===== config.mk =====
export PLATFORM = sky130hd
export DESIGN_NAME = dpram_arbiter
export DESIGN_NICKNAME = d
export VERILOG_FILES = /design/src/rtl/dpram_arbiter.sv
export SDC_FILE = /design/constraint.sdc
export NUM_CORES = 1
export LEC_CHECK = 0
export CAP_MARGIN = 20
export CORE_MARGIN = 2
export CORE_UTILIZATION = 48
export CTS_BUF_LIST = sky130_fd_sc_hd__clkbuf_16
export DETAILED_ROUTE_END_ITERATION = 8
export PLACE_DENSITY = 0.88
export SYNTH_ARGS = -nofsm -noshare
export SYNTH_HDL_FRONTEND = slang
export SYNTH_SLANG_ARGS = --single-unit

===== constraint.sdc =====
create_clock -name clk -period 6.1 [get_ports clk]
set_input_delay 1.22 -clock clk [delete_from_list [all_inputs] [get_ports clk]]
set_output_delay 1.22 -clock clk [all_outputs]
set_load 0.02 [all_outputs]

===== src/rtl/dpram_arbiter.sv =====
// Round-robin arbiter sharing one dual-port RAM among NUM_REQ requesters.
// Grants up to two requests per cycle (port A, port B) and routes read data back.
module dpram_arbiter #(
  parameter int DATA_WIDTH = 8,
  parameter int ADDR_WIDTH = 6,
  parameter int NUM_REQ    = 4
) (
  input  logic                          clk,
  input  logic                          rst,
  input  logic [NUM_REQ-1:0]            req,
  input  logic [NUM_REQ-1:0]            req_we,
  input  logic [NUM_REQ*ADDR_WIDTH-1:0] req_addr,
  input  logic [NUM_REQ*DATA_WIDTH-1:0] req_wdata,
  output logic [NUM_REQ-1:0]            gnt,
  output logic [NUM_REQ-1:0]            rvalid,
  output logic [NUM_REQ*DATA_WIDTH-1:0] rdata,
  output logic [ADDR_WIDTH-1:0]         ram_addr_a,
  output logic [ADDR_WIDTH-1:0]         ram_addr_b,
  output logic [DATA_WIDTH-1:0]         ram_data_a,
  output logic [DATA_WIDTH-1:0]         ram_data_b,
  output logic                          ram_we_a,
  output logic                          ram_we_b,
  input  logic [DATA_WIDTH-1:0]         ram_q_a,
  input  logic [DATA_WIDTH-1:0]         ram_q_b
);

  localparam int PW = (NUM_REQ > 1) ? $clog2(NUM_REQ) : 1;

  // Cyclic index arithmetic; works for non-power-of-two requester counts.
  function automatic logic [PW-1:0] wrap_inc(input logic [PW-1:0] base, input int off);
    int sum;
    sum = 32'(base) + off;
    return (sum >= NUM_REQ) ? PW'(sum - NUM_REQ) : PW'(sum);
  endfunction

  logic [PW-1:0]                 r_ptr;
  logic [PW-1:0]                 r_own_a;
  logic [PW-1:0]                 r_own_b;
  logic                          r_rd_a;
  logic                          r_rd_b;
  logic [NUM_REQ-1:0]            r_rvalid;
  logic [NUM_REQ*DATA_WIDTH-1:0] r_rdata;

  logic [PW-1:0]         w_a_idx;
  logic [PW-1:0]         w_b_idx;
  logic                  w_a_found;
  logic                  w_b_found;
  logic                  w_collide;
  logic                  w_a_gnt;
  logic                  w_b_gnt;
  logic [ADDR_WIDTH-1:0] w_addr_a;
  logic [ADDR_WIDTH-1:0] w_addr_b;
  logic [DATA_WIDTH-1:0] w_wdata_a;
  logic [DATA_WIDTH-1:0] w_wdata_b;
  logic                  w_we_a;
  logic                  w_we_b;

  // First two requesters in cyclic order starting at r_ptr.
  always_comb begin
    w_a_found = 1'b0;
    w_b_found = 1'b0;
    w_a_idx   = '0;
    w_b_idx   = '0;
    for (int k = 0; k < NUM_REQ; k++) begin
      if (req[wrap_inc(r_ptr, k)] && !w_a_found) begin
        w_a_found = 1'b1;
        w_a_idx   = wrap_inc(r_ptr, k);
      end else if (req[wrap_inc(r_ptr, k)] && !w_b_found) begin
        w_b_found = 1'b1;
        w_b_idx   = wrap_inc(r_ptr, k);
      end else begin
      end
    end
  end

  // Collision check, grants and RAM pin drive; idle ports are forced to zero.
  always_comb begin
    w_addr_a  = req_addr[32'(w_a_idx)*ADDR_WIDTH +: ADDR_WIDTH];
    w_addr_b  = req_addr[32'(w_b_idx)*ADDR_WIDTH +: ADDR_WIDTH];
    w_wdata_a = req_wdata[32'(w_a_idx)*DATA_WIDTH +: DATA_WIDTH];
    w_wdata_b = req_wdata[32'(w_b_idx)*DATA_WIDTH +: DATA_WIDTH];
    w_we_a    = req_we[w_a_idx];
    w_we_b    = req_we[w_b_idx];
    w_collide = w_b_found && (w_addr_a == w_addr_b) && (w_we_a || w_we_b);
    w_a_gnt   = w_a_found && !rst;
    w_b_gnt   = w_b_found && !w_collide && !rst;
    gnt = '0;
    if (w_a_gnt) gnt[w_a_idx] = 1'b1;
    else         gnt = gnt;
    if (w_b_gnt) gnt[w_b_idx] = 1'b1;
    else         gnt = gnt;
    ram_addr_a = w_a_gnt ? w_addr_a  : '0;
    ram_data_a = w_a_gnt ? w_wdata_a : '0;
    ram_we_a   = w_a_gnt && w_we_a;
    ram_addr_b = w_b_gnt ? w_addr_b  : '0;
    ram_data_b = w_b_gnt ? w_wdata_b : '0;
    ram_we_b   = w_b_gnt && w_we_b;
  end

  // Pointer moves past the last granted index so a deferred port-B loser wins next.
  always_ff @(posedge clk or posedge rst) begin
    if (rst)          r_ptr <= '0;
    else if (w_b_gnt) r_ptr <= wrap_inc(w_b_idx, 32'd1);
    else if (w_a_gnt) r_ptr <= wrap_inc(w_a_idx, 32'd1);
    else              r_ptr <= r_ptr;
  end

  // Remember which requester owns each in-flight RAM read.
  always_ff @(posedge clk or posedge rst) begin
    if (rst) begin
      r_rd_a  <= 1'b0;
      r_rd_b  <= 1'b0;
      r_own_a <= '0;
      r_own_b <= '0;
    end else begin
      r_rd_a  <= w_a_gnt && !w_we_a;
      r_rd_b  <= w_b_gnt && !w_we_b;
      r_own_a <= w_a_idx;
      r_own_b <= w_b_idx;
    end
  end

  // Route registered RAM outputs back to their owners as one-cycle pulses.
  always_ff @(posedge clk or posedge rst) begin
    if (rst) begin
      r_rvalid <= '0;
      r_rdata  <= '0;
    end else begin
      r_rvalid <= '0;
      if (r_rd_a) begin
        r_rvalid[r_own_a] <= 1'b1;
        r_rdata[32'(r_own_a)*DATA_WIDTH +: DATA_WIDTH] <= ram_q_a;
      end else begin
      end
      if (r_rd_b) begin
        r_rvalid[r_own_b] <= 1'b1;
        r_rdata[32'(r_own_b)*DATA_WIDTH +: DATA_WIDTH] <= ram_q_b;
      end else begin
      end
    end
  end

  assign rvalid = r_rvalid;
  assign rdata  = r_rdata;

endmodule


Word level (Yosys, flattened, before mapping)

Cells that the tools add are included.

Bits in registers: 44
Output and inout bits: 70

$add $sub $neg: 13
Multipliers: 2
Magnitude comparators: 18
Equal/unequal tests: 1
Shift-type cells: 8
Multiplexer cells: 62
Bitwise gates (word level): 2
Reductions and logical operators: 31

Operators with widths:

| operator                | count |
|---|---|
| $neg 5->34              | 2 |
| $shift 8x34->32 const A | 2 |
| $shiftx 8x34->32        | 2 |
| $bwmux 32               | 2 |
| $mux 32                 | 2 |
| $shiftx 32x6->8         | 2 |
| $shiftx 24x6->6         | 2 |
| $mux 2                  | 19 |
| $lt 2x3->1 const B      | 8 |
| $mux 1                  | 21 |
| $logic_and 1x1->1       | 19 |
| $mux 4                  | 4 |
| $mux 8                  | 2 |
| $ge 3x3->1 const B      | 5 |
| $bmux 1 s2              | 6 |
| $mux 6                  | 2 |
| $sub 2x1->2 const B     | 6 |
| $logic_not 1->1         | 10 |
| $add 2x1->3 const B     | 3 |
| $demux 1 s2             | 4 |
| $ge 2x1->1 const B      | 4 |
| $mul 2x2->4 const B     | 2 |
| $or 4x4->4              | 2 |
| $add 2x2->3 const B     | 2 |
| 4 further kinds         | 4 |

Logic depth before layout (Yosys ltp)

Depth in word-level cells: 27
Gate-level depth with buffers: 14

Worst setup path after synthesis

OpenSTA, ideal clock, no wires.

Path type: input to output
Start point: input req[0]
End point: output gnt[1]
Arrival: 3.755 ns
Data required time: 4.880 ns
Path slack: 1.125 ns
Cell stages on the path: 11
Cells stage by stage: buf_2 -> maj3_2 -> a22o_1 -> a211oi_2 -> buf_6 -> buf_12 -> mux2i_1 -> mux2_4 -> xnor2_4 -> a41o_2 -> o31ai_1

Word-level cells in the longest chain between the ends: 25
Elaborated cells between the ends (all ways): 71
Classes of those cells: mul (2); order compare (4); eq/ne (1); shift (2); mux (40); bitwise (1); reduce/logical (21)

Ends and longest elaborated chain:

| element                        | line   | text |
|---|---|---|
| from (decl)                    | 10     | `input logic [NUM_REQ-1:0] req,` |
| $bmux 1 s2                     | 65, 68 |  |
| $mux 1 (implied by the code)   | 65, 68 |  |
| $mux 1                         | 65, 68 |  |
| $mux 1                         | 65     | `if (req[wrap_inc(r_ptr, k)] && !w_a_found) begin` |
| $logic_not 1->1                | 68     | `end else if (req[wrap_inc(r_ptr, k)] && !w_b_found) begin` |
| $logic_and 1x1->1              | 68     |  |
| $mux 1                         | 68     |  |
| $mux 1                         | 65     |  |
| [7 not listed]                 | --     |  |
| $mux 2                         | 65     |  |
| $mul 2x2->4                    | 79     | `w_addr_b = req_addr[32'(w_b_idx)*ADDR_WIDTH +: ADDR_WIDTH];` |
| $shiftx 24x6->6                | 79     |  |
| $eq 6x6->1                     | 84     | `w_collide = w_b_found && (w_addr_a == w_addr_b) && (w_we_a \|\| w_we_b);` |
| $logic_and 1x1->1 (2 in a row) | 84     |  |
| $logic_not 1->1                | 86     | `w_b_gnt = w_b_found && !w_collide && !rst;` |
| $logic_and 1x1->1 (2 in a row) | 86     |  |
| $mux 4 (*)                     | 90     | `if (w_b_gnt) gnt[w_b_idx] = 1'b1;` |
| to (decl)                      | 14     | `output logic [NUM_REQ-1:0] gnt,` |

Mark *: on every way between the ends. The rest lies on a longest branch, timed or not. The select of a mux whose other input is x is not followed.

Final worst setup path

Start point: input req[0]
End point: output ram_addr_b[4]

Word-level cells in the longest chain between the ends: 25
Elaborated cells between the ends (all ways): 57
Classes of those cells: mul (2); eq/ne (1); shift (2); mux (34); reduce/logical (18)

Ends and longest elaborated chain:

| element                        | line   | text |
|---|---|---|
| $bmux 1 s2                     | 65, 68 |  |
| $mux 1 (implied by the code)   | 65, 68 |  |
| $mux 1                         | 65, 68 |  |
| $mux 1                         | 65     |  |
| $logic_not 1->1                | 68     |  |
| $logic_and 1x1->1              | 68     |  |
| $mux 1                         | 68     |  |
| $mux 1                         | 65     |  |
| [7 not listed]                 | --     |  |
| $mux 2                         | 65     |  |
| $mul 2x2->4                    | 79     |  |
| $shiftx 24x6->6                | 79     |  |
| $eq 6x6->1                     | 84     |  |
| $logic_and 1x1->1 (2 in a row) | 84     |  |
| $logic_not 1->1                | 86     |  |
| $logic_and 1x1->1 (2 in a row) | 86     |  |
| $mux 6 (*)                     | 95     | `ram_addr_b = w_b_gnt ? w_addr_b : '0;` |
| to (decl)                      | 18     | `output logic [ADDR_WIDTH-1:0] ram_addr_b,` |

Marked as above.

==> results.md <==
* Status: completed
* Via/cell ratio at around 6
* Grt ovf at 0
* WP data required at slightly below 5 ns
* Deepest clock path buffer count at 2
* Via Count at between 4000 and 5000
* Total track usage at 0.295
* Worst hold path class: flop to flop
* Worst-path fanout max at 16
* WP data arrival at roughly 4.7 ns
* Setup WS post-layout at between 0.15 and 0.2 ns
* Chip Height at between 90 and 100 um
* IO Pins at 152
* Worst-Margin Slew at a little under 0.8 ns
* Placed insts at around 680
* Leading area contributor after synthesis: dfrtp_1
* Initial core utilization at 0.492
* Vias in the first global route at between 4000 and 5000
* Drt drc at 0
* Synth Register Bits at 44
* Synthesis Warnings at 0
* Port Buffer Count at about 150
* Num rows at 32
* TritonRoute pass-1 iters at 5
* Synthesized area at 3780 um^2
* Post-Route WL at 12700 um
* First-pass GRT wire length at between 20000 and 25000 um
* Antenna-violating nets left at 0
* Worst rel slew slack at 0.465
* DP Worst Slack at -0.0690 ns
* PwrDens at ~420 nW/um^2
* Die width at roughly 93 um
* H-Tree Level Count at 2
* Max Slew Vio Count at 0
* Area share of the largest cell type after synthesis at 0.291
* Max-Cap Viols at 0
* Placer Congestion at 0.910
* Post-CTS setup buffers at 0
* Main synth FF type: dfrtp_1
* Die area at about 8600 um^2
* DR WL/cell at ~18 um
* Inserted Clock Buffers at 5
* Final setup fails at 0
* Avg Cell Area, Syn at just under 9 um^2
* Root Buffer: clkbuf_16
* Achievable Freq at about 0.17 GHz
* Antenna cells at 0
* Asr flop ratio synth at 1.00
* Layout cells sized above 1 at 0.101
* CP Capture Type: output port
* Setup TNS Final at 0 ns
* Pwr Total at roughly 2.3 mW
* Maximum VDD drop at 0.000258 V
* RSZ-0062 raised after global routing: true
* Static Leak at approximately 2.4 nW
* Clock Skew at ~0.0082 ns
* Synth Net Count at ~530
* Number of flops mapped to enable cells by yosys at 0
* CTS tree: built
* Post-synth cell types at 57
* Fin cells at about 690
* Clock transition at path regs at 0.06 ns
* Clock sink count at between 40 and 50
* Syn-to-layout area delta at 48.8%
* Initial antenna violation count at 0
* Worst setup path class: primary input to output port
* Clk_lat worst skew at 0.28 ns
* HPWL after DPL at 9610 um
* Largest net degree at the start of global routing at 45
* Final Hold Viols at 0
* Sequential-to-total area share from yosys stat at 0.291
* Crit start category: primary input
* Initial DRC count at 288
* Final nets at just under 700
* Top cells by count, synth: nand2_1 (74), o21ai_0 (45), dfrtp_1 (44)
* Fin crit share at 0.975
* Post-Syn Instances at around 430
* Most common cell in the netlist: nand2_1
* Area contributors post-synth: dfrtp_1 (29%), mux2i_1 (9.8%), nand2_1 (7.4%)
* Final Critical Period at ~6 ns
* Core Region at just under 8000 um^2
-- path summary, 6_finish.rpt --
kind | to | from | depth (start not counted) | slack, ns
worst min register to register | rdata[6]$_DFF_PP0_ | rdata[6]$_DFF_PP0_ | 2 | 0.59
min in group asynchronous | r_own_b[1]$_DFF_PP0_ | rst | 3 | 1.50
worst min-delay path | rdata[6]$_DFF_PP0_ | rdata[6]$_DFF_PP0_ | 2 | 0.59
worst max-delay path | ram_addr_b[4] | req[0] | 13 | 0.15
max in group asynchronous | rdata[1]$_DFF_PP0_ | rst | 3 | 4.22
worst max register to register | r_ptr[0]$_DFFE_PP0P_ | r_ptr[1]$_DFFE_PP0P_ | 12 | 2.73
-- power by group --
part	switching, mW	internal [mW]	total (mW)
logic	0.792	0.726	1.52
registers	0.114	0.409	0.523
clock network	0.105	0.191	0.295
-- worst max-delay path, cell delays in order --
cell             delay, ns
clkdlybuf4s50_1       0.44
buf_4                 0.21
nand2b_1              0.08
a21oi_1               0.06
or3_1                 0.45
clkinv_1              0.21
mux2_2                0.39
and3_1                0.21
nor4_4                0.34
a41oi_4               0.18
buf_4                 0.22
and3_1                0.18
clkdlybuf4s50_1       0.53
-- metal layers --
layer | routed length (um) | GRT usage | vias up
met2 | 6150 | 0.506 | 283
met4 | 461 | 0.123 | 0
met1 | 4790 | 0.351 | 1978
met3 | 1280 | 0.0781 | 49
met5 | 0 | 0 | -
li1 | - | - | 1898
-- layout by cell type (no fill, tap or decap), types with 6 or more instances in the layout --
master / netlist / layout
nand2_1: 74 / 74
a211oi_1: 9 / 9
nor2_1: 15 / 15
clkdlybuf4s50_1: 0 / 144
o21ai_0: 45 / 45
nand3_1: 7 / 7
mux2i_1: 37 / 37
and2_1: 13 / 13
ha_1: 13 / 13
a22oi_1: 32 / 32
and3_1: 21 / 21
inv_1: 9 / 9
a21oi_1: 15 / 13
buf_4: 3 / 19
mux4_2: 8 / 8
mux2_2: 6 / 6
dfrtp_1: 44 / 44
-- cells by family (layout without fill, tap and decap cells) --
logic type               after synthesis  after routing  synth area share
AO/OA/AOI/OAI                        128            128             0.225
XOR/XNOR                               3              3            0.0119
adder cells (fa/ha/maj)               14             14            0.0460
buffers and inverters                 41            192            0.0576
flip-flops                            44             44             0.291
multiplexers                          52             52             0.168
AND/OR/NAND/NOR                      151            151             0.200
-- sequential cells by signal (all words and copies together), names as in the netlist --
name and cells:
r_own_a 2, r_rd_b 1, r_rd_a 1, rvalid 4
r_ptr 2, r_own_b 2, rdata 32
-- cell type report --
cell class | count | area, um^2
multi-input cells | 348 | 2470
fillers | 538 | 2060
repair buffers | 173 | 1720
flip-flops and latches | 44 | 1100
well taps | 102 | 128
clock buffers | 5 | 125
inverters | 11 | 41.3
clock inverters | 3 | 38.8
-- stage by stage --
stage	utilization	area, um^2	hold slack, ns
floorplan	-	3780	0.531
global placement	0.708	5440	0.565
detailed placement	0.708	5440	0.581
CTS	0.729	5600	0.592
global route	0.732	5620	0.615
finish	0.732	5620	0.586
-- repair_timing --
action                                  in CTS  in global routing
hold buffers                                 0                  0
endpoints found under the setup margin       5                 14
gates resized for setup                      3                  7
Power figures use the tool's default switching activity.
